### config.mk
export PLATFORM = sky130hd
export DESIGN_NAME = fir_frame_ctrl_flat
export DESIGN_NICKNAME = d
export VERILOG_FILES = /design/src/rtl/fir_frame_ctrl_if.sv /design/src/rtl/fir_frame_ctrl.sv /design/src/flat_wrapper.sv
export SDC_FILE = /design/constraint.sdc
export NUM_CORES = 1
export LEC_CHECK = 0
export CORE_MARGIN = 2
export CORE_UTILIZATION = 59
export CTS_BUF_LIST = sky130_fd_sc_hd__clkbuf_4 sky130_fd_sc_hd__clkbuf_8 sky130_fd_sc_hd__clkbuf_16
export DETAILED_ROUTE_END_ITERATION = 8
export PLACE_DENSITY = 0.74
export SYNTH_ARGS = -nofsm -noshare
export SYNTH_HDL_FRONTEND = slang
export SYNTH_SLANG_ARGS = --single-unit
export TNS_END_PERCENT = 30
### constraint.sdc
create_clock -name clk -period 3.5 [get_ports clk]
set_input_delay 0.7 -clock clk [delete_from_list [all_inputs] [get_ports clk]]
set_output_delay 0.7 -clock clk [all_outputs]
set_load 0.005 [all_outputs]
### src/rtl/fir_frame_ctrl_if.sv
// rtl/fir_frame_ctrl_if.sv - sample-in / result-out handshake bundle for fir_frame_ctrl
interface fir_frame_ctrl_if #(
  parameter int WIDTH_X = 8,
  parameter int WIDTH_Y = 18
);
  logic signed [WIDTH_X-1:0] s_data;
  logic                      s_valid;
  logic                      s_ready;
  logic signed [WIDTH_Y-1:0] m_data;
  logic                      m_valid;
  logic                      m_ready;
  logic                      m_last;

  modport master (
    output s_data, s_valid, m_ready,
    input  s_ready, m_data, m_valid, m_last
  );

  modport slave (
    input  s_data, s_valid, m_ready,
    output s_ready, m_data, m_valid, m_last
  );
endinterface

### src/rtl/fir_frame_ctrl.sv
// rtl/fir_frame_ctrl.sv - frames an input stream through a free-running fir_filter
// Each frame is burst into the filter, flushed with N-1 zeros, and its full convolution captured.
module fir_frame_ctrl #(
  parameter int N         = 4,
  parameter int WIDTH_X   = 8,
  parameter int WIDTH_Y   = 18,
  parameter int FRAME_LEN = 16,
  parameter int LAT       = 1,
  parameter int IN_DEPTH  = 32,
  parameter int OUT_DEPTH = 32
) (
  input  logic                      clk,
  input  logic                      rstn,
  fir_frame_ctrl_if.slave           io,
  output logic signed [WIDTH_X-1:0] fir_x,
  input  logic signed [WIDTH_Y-1:0] fir_y,
  output logic                      busy
);

  localparam int IAW     = (IN_DEPTH > 1) ? $clog2(IN_DEPTH) : 1;
  localparam int ICW     = $clog2(IN_DEPTH + 1);
  localparam int OAW     = (OUT_DEPTH > 1) ? $clog2(OUT_DEPTH) : 1;
  localparam int OCW     = $clog2(OUT_DEPTH + 1);
  localparam int OUT_LEN = FRAME_LEN + N - 1;
  localparam int CW      = $clog2(FRAME_LEN + N + LAT + 1);

  localparam logic [1:0] ST_IDLE  = 2'd0;
  localparam logic [1:0] ST_RUN   = 2'd1;
  localparam logic [1:0] ST_FLUSH = 2'd2;
  localparam logic [1:0] ST_WAIT  = 2'd3;

  logic [1:0]    state;
  logic [CW-1:0] cnt;

  // ---------------- input FIFO ----------------
  logic signed [WIDTH_X-1:0] in_mem [IN_DEPTH];
  logic [IAW-1:0]            in_wr, in_rd;
  logic [ICW-1:0]            in_count, in_count_nxt;
  logic                      s_ready_r;
  logic                      in_push, in_pop;

  assign in_push      = io.s_valid && s_ready_r;
  assign in_pop       = (state == ST_RUN);
  assign in_count_nxt = in_count + ICW'(in_push) - ICW'(in_pop);
  assign io.s_ready   = s_ready_r;

  function automatic logic [IAW-1:0] in_inc(input logic [IAW-1:0] p);
    return (p == IAW'(IN_DEPTH - 1)) ? '0 : p + 1'b1;
  endfunction

  always_ff @(posedge clk) begin
    if (in_push) in_mem[in_wr] <= io.s_data;
  end

  always_ff @(posedge clk or negedge rstn) begin
    if (!rstn) begin
      in_wr     <= '0;
      in_rd     <= '0;
      in_count  <= '0;
      s_ready_r <= 1'b0;
    end else begin
      if (in_push) in_wr <= in_inc(in_wr);
      if (in_pop)  in_rd <= in_inc(in_rd);
      in_count  <= in_count_nxt;
      s_ready_r <= in_count_nxt < ICW'(IN_DEPTH);
    end
  end

  // ---------------- output FIFO ----------------
  logic [WIDTH_Y:0] out_mem [OUT_DEPTH];
  logic [OAW-1:0]   out_wr, out_rd;
  logic [OCW-1:0]   out_count, out_free;
  logic             out_push, out_pop;
  logic [LAT:0]     tag_v, tag_l;

  assign out_push = tag_v[LAT];
  assign out_pop  = io.m_valid && io.m_ready;
  assign out_free = OCW'(OUT_DEPTH) - out_count;

  assign io.m_valid = (out_count != '0);
  // Gate with m_valid so the unreset storage never shows through after reset.
  assign io.m_data  = io.m_valid ? out_mem[out_rd][WIDTH_Y-1:0] : '0;
  assign io.m_last  = io.m_valid ? out_mem[out_rd][WIDTH_Y]     : 1'b0;

  function automatic logic [OAW-1:0] out_inc(input logic [OAW-1:0] p);
    return (p == OAW'(OUT_DEPTH - 1)) ? '0 : p + 1'b1;
  endfunction

  always_ff @(posedge clk) begin
    if (out_push) out_mem[out_wr] <= {tag_l[LAT], fir_y};
  end

  always_ff @(posedge clk or negedge rstn) begin
    if (!rstn) begin
      out_wr    <= '0;
      out_rd    <= '0;
      out_count <= '0;
    end else begin
      if (out_push) out_wr <= out_inc(out_wr);
      if (out_pop)  out_rd <= out_inc(out_rd);
      out_count <= out_count + OCW'(out_push) - OCW'(out_pop);
    end
  end

  // ---------------- sequencer ----------------
  logic start, issue, issue_last;

  // Waiting for an empty capture pipe keeps the space check exact: no write is in flight.
  assign start = (state == ST_IDLE) && (in_count >= ICW'(FRAME_LEN)) &&
                 (out_free >= OCW'(OUT_LEN)) && (tag_v == '0);
  assign issue = (state == ST_RUN) || (state == ST_FLUSH);
  assign issue_last = (N > 1) ? ((state == ST_FLUSH) && (cnt == CW'(N - 2)))
                              : ((state == ST_RUN) && (cnt == CW'(FRAME_LEN - 1)));
  assign busy = (state != ST_IDLE);

  always_ff @(posedge clk or negedge rstn) begin
    if (!rstn) begin
      state <= ST_IDLE;
      cnt   <= '0;
      fir_x <= '0;
      tag_v <= '0;
      tag_l <= '0;
    end else begin
      fir_x <= (state == ST_RUN) ? in_mem[in_rd] : '0;
      tag_v <= {tag_v[LAT-1:0], issue};
      tag_l <= {tag_l[LAT-1:0], issue_last};
      case (state)
        ST_IDLE: begin
          cnt <= '0;
          if (start) state <= ST_RUN;
        end
        ST_RUN: begin
          if (cnt == CW'(FRAME_LEN - 1)) begin
            cnt   <= '0;
            state <= (N > 1) ? ST_FLUSH : ST_WAIT;
          end else begin
            cnt <= cnt + 1'b1;
          end
        end
        ST_FLUSH: begin
          if (cnt == CW'(N - 2)) begin
            cnt   <= '0;
            state <= ST_WAIT;
          end else begin
            cnt <= cnt + 1'b1;
          end
        end
        default: begin
          if (cnt == CW'(LAT - 1)) begin
            cnt   <= '0;
            state <= ST_IDLE;
          end else begin
            cnt <= cnt + 1'b1;
          end
        end
      endcase
    end
  end

endmodule

### src/flat_wrapper.sv
// flat-port wrapper written by rule: the top's interface ports become plain ports
module fir_frame_ctrl_flat 
#(
  parameter int N         = 4,
  parameter int WIDTH_X   = 8,
  parameter int WIDTH_Y   = 18,
  parameter int FRAME_LEN = 16,
  parameter int LAT       = 1,
  parameter int IN_DEPTH  = 32,
  parameter int OUT_DEPTH = 32
)
  (clk, rstn, fir_x, fir_y, busy, io_s_data, io_s_valid, io_m_ready, io_s_ready, io_m_data, io_m_valid, io_m_last);
  fir_frame_ctrl_if #(.WIDTH_X(WIDTH_X), .WIDTH_Y(WIDTH_Y)) io_i ();
  input  logic clk;
  input  logic rstn;
  output logic signed [WIDTH_X-1:0] fir_x;
  input  logic signed [WIDTH_Y-1:0] fir_y;
  output logic busy;
  input wire logic [$bits(io_i.s_data)-1:0] io_s_data;
  input wire logic [$bits(io_i.s_valid)-1:0] io_s_valid;
  input wire logic [$bits(io_i.m_ready)-1:0] io_m_ready;
  output wire logic [$bits(io_i.s_ready)-1:0] io_s_ready;
  output wire logic [$bits(io_i.m_data)-1:0] io_m_data;
  output wire logic [$bits(io_i.m_valid)-1:0] io_m_valid;
  output wire logic [$bits(io_i.m_last)-1:0] io_m_last;
  assign io_i.s_data = io_s_data;
  assign io_i.s_valid = io_s_valid;
  assign io_i.m_ready = io_m_ready;
  assign io_s_ready = io_i.s_ready;
  assign io_m_data = io_i.m_data;
  assign io_m_valid = io_i.m_valid;
  assign io_m_last = io_i.m_last;
  fir_frame_ctrl #(.N(N), .WIDTH_X(WIDTH_X), .WIDTH_Y(WIDTH_Y), .FRAME_LEN(FRAME_LEN), .LAT(LAT), .IN_DEPTH(IN_DEPTH), .OUT_DEPTH(OUT_DEPTH)) u_core (.clk(clk), .rstn(rstn), .io(io_i), .fir_x(fir_x), .fir_y(fir_y), .busy(busy));
endmodule
==> run summary, run 1 <==
The die is 251 µm tall. STA classifies the critical path endpoint as an output port. The post-detailed-placement cell area came out at 38700 µm². The effective utilization at floorplan came out at 59.7%. The via count normalized by instance count came out at 6.53. Synthesis inferred 916 register bits. The pin slew with the least headroom to its limit came out at 1.27 ns. In this run the static leakage power is 0.0143 µW. A synthesized cell averages 20.1 µm². The final standard cell area without fillers came out at 42500 µm². The upper clock frequency limit is 280 MHz. The final critical delay including setup and external delays came out at 3.57 ns. The power density over the cells came out at 784 nW/µm². The path category of the worst min-delay check is input port to async pin.

The net count after synthesis came out at 1865. After filler insertion, the fill cell instance count of the layout stands at 3521. The kind of launch point of the worst setup path is a flop. Yosys attributes the largest share of cell area to edfxtp_1 (72%), mux4_2 (10%), dfrtp_1 (3.6%). CTS built an H-tree with a depth of 3. The post-placement cell count came out at 2691. The critical path is of the flop to output port type. The x dimension of the die came out at 251 µm.

The final total negative setup slack is -0.343 ns. The data arrival time of the critical path is 2.87 ns. The global-route congestion overflow total came out at 0. The slack of the worst reg-to-reg path came out at 0.61 ns. The count of input and output buffers came out at 59.

The total area inside the core boundary comes to 60500 µm². The startpoint identified for the worst register-to-register timing path is u_core.out_count[4]. The count of synthesis-stage warnings from yosys is 0. At the worst endpoint, the required time is 2.80 ns. TritonCTS built the clock tree. The full die area came out at 63200 µm². The final routed wire length divided by cell count came out at 29.0 µm. The number of iterations in the first detailed-routing pass is 5. The relative max-transition margin is 14.9%.

The number of nets at the end of the flow came out at 2102. The worst supply voltage drop on vdd came out at 0.000623 V. The clock transition at the registers of the reported paths is 0.06 ns. Of all cell types, the one taking the most synthesized area is edfxtp_1. The sink count of the clock tree is 916. The sequential-to-total area share from yosys stat came out at 75.4%. In this run the core area contains 90 standard-cell rows.

The first global-routing pass estimated 126000 µm of wire. The count of placed standard cells in the final layout, fillers left out came out at 2884. The final antenna diode count came out at 0. The smallest setup slack after layout came out at -0.0683 ns. The vias after detailed routing is 18800. The number of global-route vias before repair is 19400. Setup violations remaining at the end of the flow were counted as 13. The number of top-level pins came out at 60. The number of antenna violations at the first check in global routing came out at 1. The gate count of the mapped netlist is 1793. After detailed routing, the number of remaining DRC violations is 0. The maximum clock skew at final layout came out at 0.0286 ns. The fraction of final layout cells with drive strength greater than 1 came out at 29.5%. The final max-slew violation count came out at 0.

The flow ran to the end, but the final reports show violations. The overall global routing resource usage is 27.2%. The number of enable-type register cells in the synthesized netlist is 864.

The most instantiated flip-flop cell in the synthesis netlist is edfxtp_1. The setup slack after placement is -0.384 ns. The clock latency reported for the late side of the worst-skew pair is 0.65 ns. The number of CTS-inserted buffers is 88. The congestion estimate from routability-driven global placement came to 0.816. Setup repair after global routing could not meet its margin everywhere. The fraction of synthesized cell area taken by the top area cell type is 71.8%. The area overhead of the layout relative to synthesis came out at 17.6%. The total detailed-routing wirelength came out at 83800 µm. The checks that failed: setup timing. The max-capacitance violation count came out at 0. The count of nets left with antenna violations once routing finished came out at 0.

The total power after layout came out at 33300 µW. The longest clock path from root to sink contains 3 buffers. CTS placed an instance of clkbuf_16 at the clock tree root. The maximum number of pins on one net before global-route repair came out at 43. Summing every instance area after synthesis gives 36100 µm². In this run the worst path has a maximum fanout of 6. The end of the worst register-to-register path is u_core.out_count[4]. The estimated wirelength of the detail-placed design came out at 47600 µm. The number of cells traversed by the worst register-to-register path is 13.

The number of failing hold endpoints at the final stage is 0. After layout, the worst path uses 102% of the clock period. The number of distinct library cell variants in the gate-level netlist after synthesis is 60. Tracing the worst setup path back leads to its startpoint at u_core.out_rd[0]. The async set or reset register ratio after synthesis is 5.68%.

For this block, the initial DRC count from the detailed router was 1968.
==> synth_stat cells, types with 3 or more instances <==
| library cell | instances |
|---|---|
| nor2_1 | 70 |
| a2111oi_2 | 17 |
| mux2_2 | 7 |
| o21bai_1 | 3 |
| a22oi_1 | 27 |
| mux4_2 | 163 |
| nand3_1 | 11 |
| o221ai_1 | 26 |
| nor3_1 | 16 |
| o22ai_1 | 26 |
| buf_4 | 10 |
| clkbuf_1 | 43 |
| ha_1 | 40 |
| nand2_1 | 29 |
| a211oi_1 | 17 |
| dfrtp_1 | 52 |
| a21oi_1 | 44 |
| a21o_1 | 4 |
| nand3b_1 | 10 |
| nor2b_1 | 8 |
| edfxtp_1 | 864 |
| a22o_1 | 25 |
| xnor2_1 | 11 |
| inv_1 | 39 |
| nor3b_1 | 4 |
| buf_6 | 12 |
| a211o_1 | 9 |
| and3_1 | 7 |
| or3_1 | 3 |
| xor2_1 | 3 |
| mux2i_1 | 104 |
| buf_12 | 4 |
| buf_2 | 26 |
| o21ai_1 | 9 |
| o21ai_0 | 16 |
==> critical path: stages, from the launching register on <==
cell	delay, ns
dfrtp_4	0.51
buf_12	0.16
buf_4	0.14
buf_16	0.13
mux4_2	0.41
a22o_1	0.28
a2111oi_4	0.26
a211oi_2	0.10
clkdlybuf4s15_1	0.22
==> power breakdown <==
| part | switching [µW] | leakage (µW) | internal, µW | total, µW |
|---|---|---|---|---|
| Sequential | 800 | 0.00842 | 12800 | 13600 |
| Clock | 3980 | 0.00140 | 5210 | 9200 |
| Combinational | 5440 | 0.00445 | 4990 | 10400 |
| Total | 10200 | 0.0143 | 23000 | 33300 |
==> cell type report <==
| class | count | area (µm²) | area share (%) |
|---|---|---|---|
| flip-flops and latches | 916 | 27300 | 64.2 |
| multi-input cells | 738 | 8750 | 20.6 |
| repair buffers | 245 | 2510 | 5.92 |
| clock buffers | 104 | 2320 | 5.47 |
| well taps | 782 | 978 | 2.30 |
| clock inverters | 58 | 480 | 1.13 |
| inverters | 41 | 154 | 0.362 |
==> through the flow <==
stage	util (%)	hold WS, ns
final	70.2	0.211
after global routing	70.2	0.260
after CTS	70.0	0.203
after detailed placement	63.9	0.360
after global placement	63.9	0.352
after floorplan	-	0.331
==> flip-flops by register name, indices dropped and copies added, names as in the netlist <==
register and count:
u_core.in_mem 256, u_core.state 2, u_core.out_mem 608, u_core.out_wr 5, u_core.tag_v 2, u_core.out_rd 5
u_core.cnt 5, u_core.out_count 6, u_core.in_rd 5, u_core.tag_l 2, u_core.in_wr 5, u_core.in_count 6
u_core.io.s_ready 1, u_core.fir_x 8
==> cells in the final DEF, fill, tap and decap left out, types with 11 or more instances in the layout <==
cell / n
o221ai_1: 26
a21oi_1: 42
xnor2_1: 11
a22oi_1: 19
nand3_1: 11
dfrtp_1: 46
buf_12: 24
nor3_2: 11
nand2_1: 29
clkbuf_16: 90
a22o_4: 11
ha_1: 40
clkinv_1: 21
mux4_2: 163
clkinv_2: 22
a211oi_2: 11
o21ai_0: 16
nor2_1: 48
inv_1: 39
a22o_1: 14
edfxtp_1: 864
clkdlybuf4s50_1: 39
buf_4: 139
nor2_2: 22
clkbuf_4: 16
mux2i_1: 104
buf_2: 14
o22ai_1: 21
a2111oi_4: 18
==> cell families after synthesis <==
logic type,count (synthesis),share of synthesized area (%)
buffers and inverters,139,2.10
adders and majority gates,42,1.50
xor gates and xnor gates,14,0.339
and+or+nand+nor,168,2.23
muxes,276,13.4
DFF,916,75.4
AOI/OAI and AO/OA,238,4.99
==> repair_timing <==
item                                    CTS  global route
buffers inserted                         21             3
gates cloned                              7             2
hold buffers                              0             0
pin swaps                                44            12
endpoints found under the setup margin   19            20
gates resized for setup                 150            10
==> how the worst max path moves through the flow <==
stage,to,slack (ns),depth (start not counted)
finish,io_m_data[4],-0.07,8
global route,io_m_data[14],-0.15,9
CTS,io_m_data[14],-0.07,9
detailed placement,io_m_data[16],-0.38,9
global placement,io_m_data[16],-0.43,9
floorplan,u_core.out_count[4],0.78,14
==> metal layers <==
| metal | part of all wire [%] | wire length [µm] | vias to the layer above | GRT usage [%] |
|---|---|---|---|---|
| met4 | 3.5 | 2940 | 2 | 9.35 |
| met2 | 49 | 41100 | 1037 | 44.3 |
| li1 | - | - | 7873 | - |
| met5 | 0.014 | 12 | - | 0 |
| met3 | 8.7 | 7290 | 185 | 4.55 |
| met1 | 39 | 32400 | 9735 | 38.0 |
Note: power is estimated with default switching activity, not from simulation.
==> run 2, diff against run 1 <==
- CORE_UTILIZATION: 59 -> 45
- PLACE_DENSITY: 0.74 -> 0.59
==> run 2 against run 1 <==
The flow still finishes with violations (setup timing). Die area up 31%. Worst hold slack worse by 0.059 ns. Combinational power up 5%. Clock skew up 0.011 ns. Design area up 2.8%. Flip-flop and latch count unchanged. Via count down 2.2%. Register-to-register slack worse by 0.10 ns. Power up 4.6%. Largest cell class unchanged.
==> run summary, run 2 (synthesis results as in run 1) <==
The area growth from synthesis to layout is 20.9%. The largest individual stage delay along the critical path comes from the cell dfrtp_4. In this run, the number of DRC markers left after iteration 0 of detailed routing was 1876. The core footprint is 79300 µm². The setup slack after placement is -0.353 ns. The critical register-to-register path startpoint is u_core.out_count[2]. The worst-case clock buffer depth is 3. STA classifies the critical path endpoint as an output port. The number of antenna violations at the first check in global routing came to 0. The level count of the clock H-tree is 3. Static timing analysis puts the maximum clock frequency at 280 MHz. The post-detailed-placement cell area came out at 39300 µm². The final reports fail on setup timing. Input and output buffers added on the ports amount to 59. In the routed layout, each cell is associated on average with a via count of 5.75. The largest registers in the layout are u_core.out_mem x608, u_core.in_mem x256, u_core.fir_x x8.

The maximum clock skew at final layout came out at 0.0400 ns. The number of iterations in the first detailed-routing pass is 5. Across every metal layer, demand over resource in global routing totals 20.9%. The root buffer cell chosen for the clock tree is clkbuf_16. The number of CTS-inserted buffers is 94. The clock transition at the registers of the reported paths is 0.06 ns.

The fraction of final layout cells with drive strength greater than 1 is 32.5%. The final routed wire length divided by cell count is 26.5 µm. The signal on the critical path passes through buf_8, buf_8, buf_4, mux4_2, a22o_4, a2111oi_4, buf_4, a211oi_1, buf_2. The post-detailed-route count of antenna-violating nets is 0. The total power after layout is 34800 µW.

The maximum fanout encountered on the critical timing path is 5. The data arrival time of the critical path is 2.87 ns. The vertical die dimension is 287 µm. The max-capacitance violation count came out at 0.

The residual DRC count came out at 0. In this run the horizontal extent of the chip is 287 µm. Entering global routing, the biggest net connects 50 pins.

The top cell types in the final layout, fill and taps aside, are edfxtp_1 (864), buf_4 (169), mux4_2 (163). The number of top-level pins came out at 60. The register with the highest flop count is u_core.out_mem.

The detailed router placed 18400 vias in this run. The estimated wirelength of the detail-placed design is 50300 µm. The final standard cell area without fillers came out at 43700 µm².

Leaving out fill and tap cells, the most frequent cell in the layout is edfxtp_1. The total overflow left after global routing is 0. Counting cells, the worst reg-to-reg path comes to 14. The full die area came out at 82500 µm². The post-placement cell count came out at 2987. The flow ran to the end, but the final reports show violations. Subtracting the final worst setup slack from the clock period gives 3.57 ns. The power density over the cells came out at 797 nW/µm². Measured against its own limit, the worst slew margin works out to 21.2%. For this run, the post-layout net count is 2145.

The path category of the worst min-delay check is input port to async pin. By startpoint and endpoint, the worst setup path is classified as flop to output port. The count of placed standard cells in the final layout, fillers left out is 3205. The register with the most flip-flops in the layout has 608 of them. Of the available clock period, the critical path in the final layout requires 102%. Across all register-to-register paths, the minimum setup slack is 0.51 ns. The wire length of the first global-routing pass is 125000 µm. Setup repair after global routing could not meet its margin everywhere.

Setup violations remaining at the end of the flow were counted as 10. The kind of launch point of the worst setup path is a flop. After layout, the worst setup slack is -0.0710 ns. At the pin with the least slew margin, the transition time is 1.18 ns. The worst hold margin is 0.152 ns.

TritonCTS built the clock tree. The clock latency reported for the late side of the worst-skew pair is 0.67 ns. The cell row count is 103.

The congestion estimate from routability-driven global placement came to 0.773. The worst supply voltage drop on vdd is 0.000416 V. The final max-slew violation count is 0. The number of failing hold endpoints at the final stage came out at 0. The worst register-to-register path ends at u_core.out_count[4]. The static power due to leakage came out at 0.0147 µW.

For the worst setup path, the data required time is 2.80 ns. On the worst path, the slowest cell contributes a delay of 0.53 ns. For this configuration, the core starts out at a cell density of 45.6%. After clock tree synthesis, the flow added hold-fix buffers numbering 0.

The sink count of the clock tree came out at 916. The number of global-route vias before repair is 18900. The total detailed-routing wirelength came out at 85000 µm.
run 2: worst max-delay path by stage:
| stage | start | end | cells past startpoint |
|---|---|---|---|
| global route | u_core.out_rd[0] | io_m_data[0] | 10 |
| detailed placement | u_core.out_rd[0] | io_m_data[16] | 8 |
| global placement | u_core.out_rd[0] | io_m_data[16] | 8 |
| CTS | u_core.out_rd[0] | io_m_data[12] | 8 |
| floorplan | u_core.out_count[2] | u_core.out_count[4] | 14 |
| finish | u_core.out_rd[0] | io_m_last | 9 |
run 2: final cells by class:
class / instances / area (µm²)
multi-input cells: 738 / 8840
inverters: 41 / 154
well taps: 1050 / 1310
fillers: 6037 / 35600
clock inverters: 39 / 522
flip-flops and latches: 916 / 27300
clock buffers: 138 / 2790
diodes: 1 / 2.50
repair buffers: 282 / 2790
run 2: routing by layer:
metal  part of all wire [%]  routed length [µm]  vias up  GRT usage, %
li1                       -                   -     7959             -
met1                     43               36600     9732          29.5
met2                     48               40800      594          33.3
met3                    6.3                5320      134          3.87
met4                    2.6                2210        0          6.54
met5                      0                   0        -             0
run 2: through the flow:
stage          util, %  setup TNS (ns)
2_1_floorplan        -               0
3_3_place_gp      49.6          -0.430
3_5_place_dp      49.6          -0.375
4_1_cts           55.1           -2.08
5_1_grt           55.1           -1.78
6_report          55.1          -0.449
run 2: timing repair:
action	CTS	global route
endpoints found under the setup margin	19	19
gates cloned	8	0
resized for setup	167	27
setup buffers	38	3
pin swaps	52	26
run 2: critical path: cells and delay by family (launching register included):
family	cells	cell delay [ns]
AO/OA/AOI/OAI	3	0.52
multiplexers	1	0.42
flip-flops	1	0.53
buffers and inverters	5	0.75
run 2: power breakdown:
part / total, µW / switching, µW / internal [µW]
logic: 10900 / 5620 / 5260
registers: 13500 / 686 / 12800
clock network: 10400 / 4150 / 6240
total: 34800 / 10500 / 24300
==> RTL edit: new RTL, flow settings as in run 1 <==
`WIDTH_Y` is set to 18 in 3 places; all go to 36.
--- a/src/rtl/fir_frame_ctrl_if.sv
+++ b/src/rtl/fir_frame_ctrl_if.sv
@@ -1,7 +1,7 @@
 // rtl/fir_frame_ctrl_if.sv - sample-in / result-out handshake bundle for fir_frame_ctrl
 interface fir_frame_ctrl_if #(
   parameter int WIDTH_X = 8,
-  parameter int WIDTH_Y = 18
+  parameter int WIDTH_Y = 36
 );
   logic signed [WIDTH_X-1:0] s_data;
   logic                      s_valid;
--- a/src/rtl/fir_frame_ctrl.sv
+++ b/src/rtl/fir_frame_ctrl.sv
@@ -3,7 +3,7 @@
 module fir_frame_ctrl #(
   parameter int N         = 4,
   parameter int WIDTH_X   = 8,
-  parameter int WIDTH_Y   = 18,
+  parameter int WIDTH_Y   = 36,
   parameter int FRAME_LEN = 16,
   parameter int LAT       = 1,
   parameter int IN_DEPTH  = 32,
--- a/src/flat_wrapper.sv
+++ b/src/flat_wrapper.sv
@@ -3,7 +3,7 @@
 #(
   parameter int N         = 4,
   parameter int WIDTH_X   = 8,
-  parameter int WIDTH_Y   = 18,
+  parameter int WIDTH_Y   = 36,
   parameter int FRAME_LEN = 16,
   parameter int LAT       = 1,
   parameter int IN_DEPTH  = 32,
Interface: changed (resized fir_y and io_m_data); port bits go from 60 to 96. The function was not compared with the original's and may differ.
==> RTL edit against run 1 <==
The flow still finishes with violations (setup timing); wire length is 80% higher; area after synthesis up 60%; worst setup slack worse by 270 ps; combinational power up 69%; maximum frequency is 7.0% lower; count of clock-buffer cells in the layout grew 80; final area grew 62%; sequential cell count increased by 576; total power rose by 66%; cell count is 56% higher; largest power group unchanged.
==> RTL edit: results (changes against run 1) <==
[placement]
port_buffers=95  ; was 59
dp_hpwl_um=74500  ; was 47600 um
dp.cells=4142  ; was 2691
routabilityCongestion=0.781  ; was 0.816

[clocking]
cts_buffers=146  ; was 88
clk_latency_ps=760  ; was 650 ps
cts-htree-levels=4  ; was 3

[status]
run_status=finished with violations  ; unchanged
violations=setup timing  ; unchanged

[power_and_ir_drop]
leakage_nw=22.6  ; was 14.3 nW
p_switching_mw=17.0  ; was 10.2 mW
vdd_drop_max_v=0.000531  ; was 0.000623 V

[cells_and_area]
fill_cells=5330  ; was 3521
reg_top3=u_core.out_mem: 1184 flops, u_core.in_mem: 256 flops, u_core.fir_x: 8 flops  ; was u_core.out_mem: 608 flops, u_core.in_mem: 256 flops, u_core.fir_x: 8 flops
drive_gt1_frac=0.313  ; was 0.295
nets=3190  ; was 2102
fin_cells=4492  ; was 2884

[sta]
slew_headroom=0.164  ; was 0.149
setup-violations-final=37  ; was 13
fin_worst_skew_ps=28.3  ; was 28.6 ps
setup_ws_ps=-338  ; was -68.3 ps
fin_hold_ws_ps=147  ; was 211 ps

[setup_path]
critical_path.max_fanout=9  ; was 6
rr_worst_depth=16  ; was 13
arrival_ps=3140  ; was 2870 ps
timing.critical_path.slowest_cell_delay_ps=450  ; was 510 ps
r2r-start=u_core.out_count[2]$_DFF_PN0_  ; was u_core.out_count[4]$_DFF_PN0_
rrSetupSlack_ps=390  ; was 610 ps

[route]
vias_per_cell=6.86  ; was 6.53
drtPass1Iterations=6  ; was 5
wl_per_cell_um=33.5  ; was 29.0 um
first_iter_violations=4295  ; was 1968

[logic_synthesis]
synth.area.mux_share=0.137  ; was 0.134
ys_types=56  ; was 60
synth_fp_nets=2825  ; was 1865
async_flop_share=0.0349  ; was 0.0568
synth-edff-count=1440  ; was 864
synth_common_cells=1440 x edfxtp_1, 270 x mux4_2, 180 x mux2i_1  ; was 864 x edfxtp_1, 163 x mux4_2, 104 x mux2i_1
synth_compound_area_frac=0.0483  ; was 0.0499
synthCells=2735  ; was 1793
synth_area_leaders=edfxtp_1 75%, mux4_2 11%, mux2i_1 3.1%  ; was edfxtp_1 72%, mux4_2 10%, dfrtp_1 3.6%
synth_xor_xnor_area_share=0.00212  ; was 0.00339
ys_seq_area_frac=0.771  ; was 0.754
synth_fa_ha_area_frac=0.00935  ; was 0.0150

[grt]
grt_max_degree=57  ; was 43
antenna_found_initial=7  ; was 1
grt_first_pass_wirelength_um=215000  ; was 126000 um
gr-usage-all-layers=0.302  ; was 0.272

RTL edit: changes by cell type after synthesis, sizes merged, moves of 20 or more:
| cell | change |
|---|---|
| edfxtp | +576 |
| mux4 | +105 |
| mux2i | +76 |
| clkbuf | +40 |
| a211oi | +26 |
| a22o | +20 |
| o22ai | +20 |
RTL edit: per-stage QoR:
| step | area, um^2 | setup slack [ps] | setup TNS, ps |
|---|---|---|---|
| floorplan | 57800 | -417 | -139670 |
| global placement | 61800 | -127 | -393 |
| detailed placement | 61800 | -146 | -313 |
| CTS | 68500 | -318 | -8270 |
| global route | 68900 | -360 | -8860 |
| finish | 68900 | -338 | -7180 |
RTL edit: worst max-delay path by stage:
| stage | cells past startpoint | to | start | slack, ps |
|---|---|---|---|---|
| floorplan | 3 | u_core.out_mem[10][0]$_DFFE_PP_ | u_core.tag_v[1]$_DFF_PN0_ | -420 |
| global placement | 8 | io_m_data[5] | u_core.out_rd[0]$_DFFE_PN0P_ | -130 |
| detailed placement | 7 | io_m_data[32] | u_core.out_rd[0]$_DFFE_PN0P_ | -150 |
| CTS | 8 | io_m_data[15] | u_core.out_rd[0]$_DFFE_PN0P_ | -320 |
| global route | 8 | io_m_data[23] | u_core.out_rd[0]$_DFFE_PN0P_ | -360 |
| finish | 9 | io_m_last | u_core.out_rd[0]$_DFFE_PN0P_ | -340 |
RTL edit: timing repair:
item | CTS | global route
gates cloned | 14 | 2
pin swaps | 81 | 53
gates resized for setup | 337 | 82
buffers inserted | 51 | 32
setup endpoints to repair | 38 | 39
RTL edit: cells by family after synthesis:
kind of cell,count (synthesis)
AO/OA/AOI/OAI,370
XOR/XNOR,14
adder cells (fa/ha/maj),42
buffers and inverters,196
flip-flops,1492
multiplexers,455
AND/OR/NAND/NOR,166
RTL edit: area by class of cell:
type / instances / area share
Sequential cell: 1492 / 0.646
Multi-Input combinational cell: 1047 / 0.197
Timing Repair Buffer: 372 / 0.0606
Clock buffer: 184 / 0.0587
Tap cell: 1276 / 0.0232
Clock inverter: 78 / 0.0115
Inverter: 41 / 0.00223
Antenna cell: 2 / 0.0000726
RTL edit: per-layer routing:
metal  up-vias  wire length, um  track usage
met2      2186            75200        0.496
met5         -               74            0
met1     16000            53300        0.402
met4        12             5220        0.111
li1      12200                -            -
met3       384            16800       0.0687
RTL edit: power by group through the flow:
stage / combinational [mW] / sequential, mW / clock, mW
after global placement: 14.2 / 22.0 / 0
after global routing: 18.4 / 21.9 / 16.6
after floorplan: 9.16 / 21.5 / 0
final: 17.6 / 21.8 / 15.9
after CTS: 16.9 / 21.7 / 15.9
after detailed placement: 14.5 / 22.1 / 0
RTL edit: critical path, delay by kind of cell (launching register included):
kind	cells	cell delay (ps)
AOI/OAI and AO/OA	3	840
buffers and inverters	5	720
DFF	1	450
and+or+nand+nor	1	360
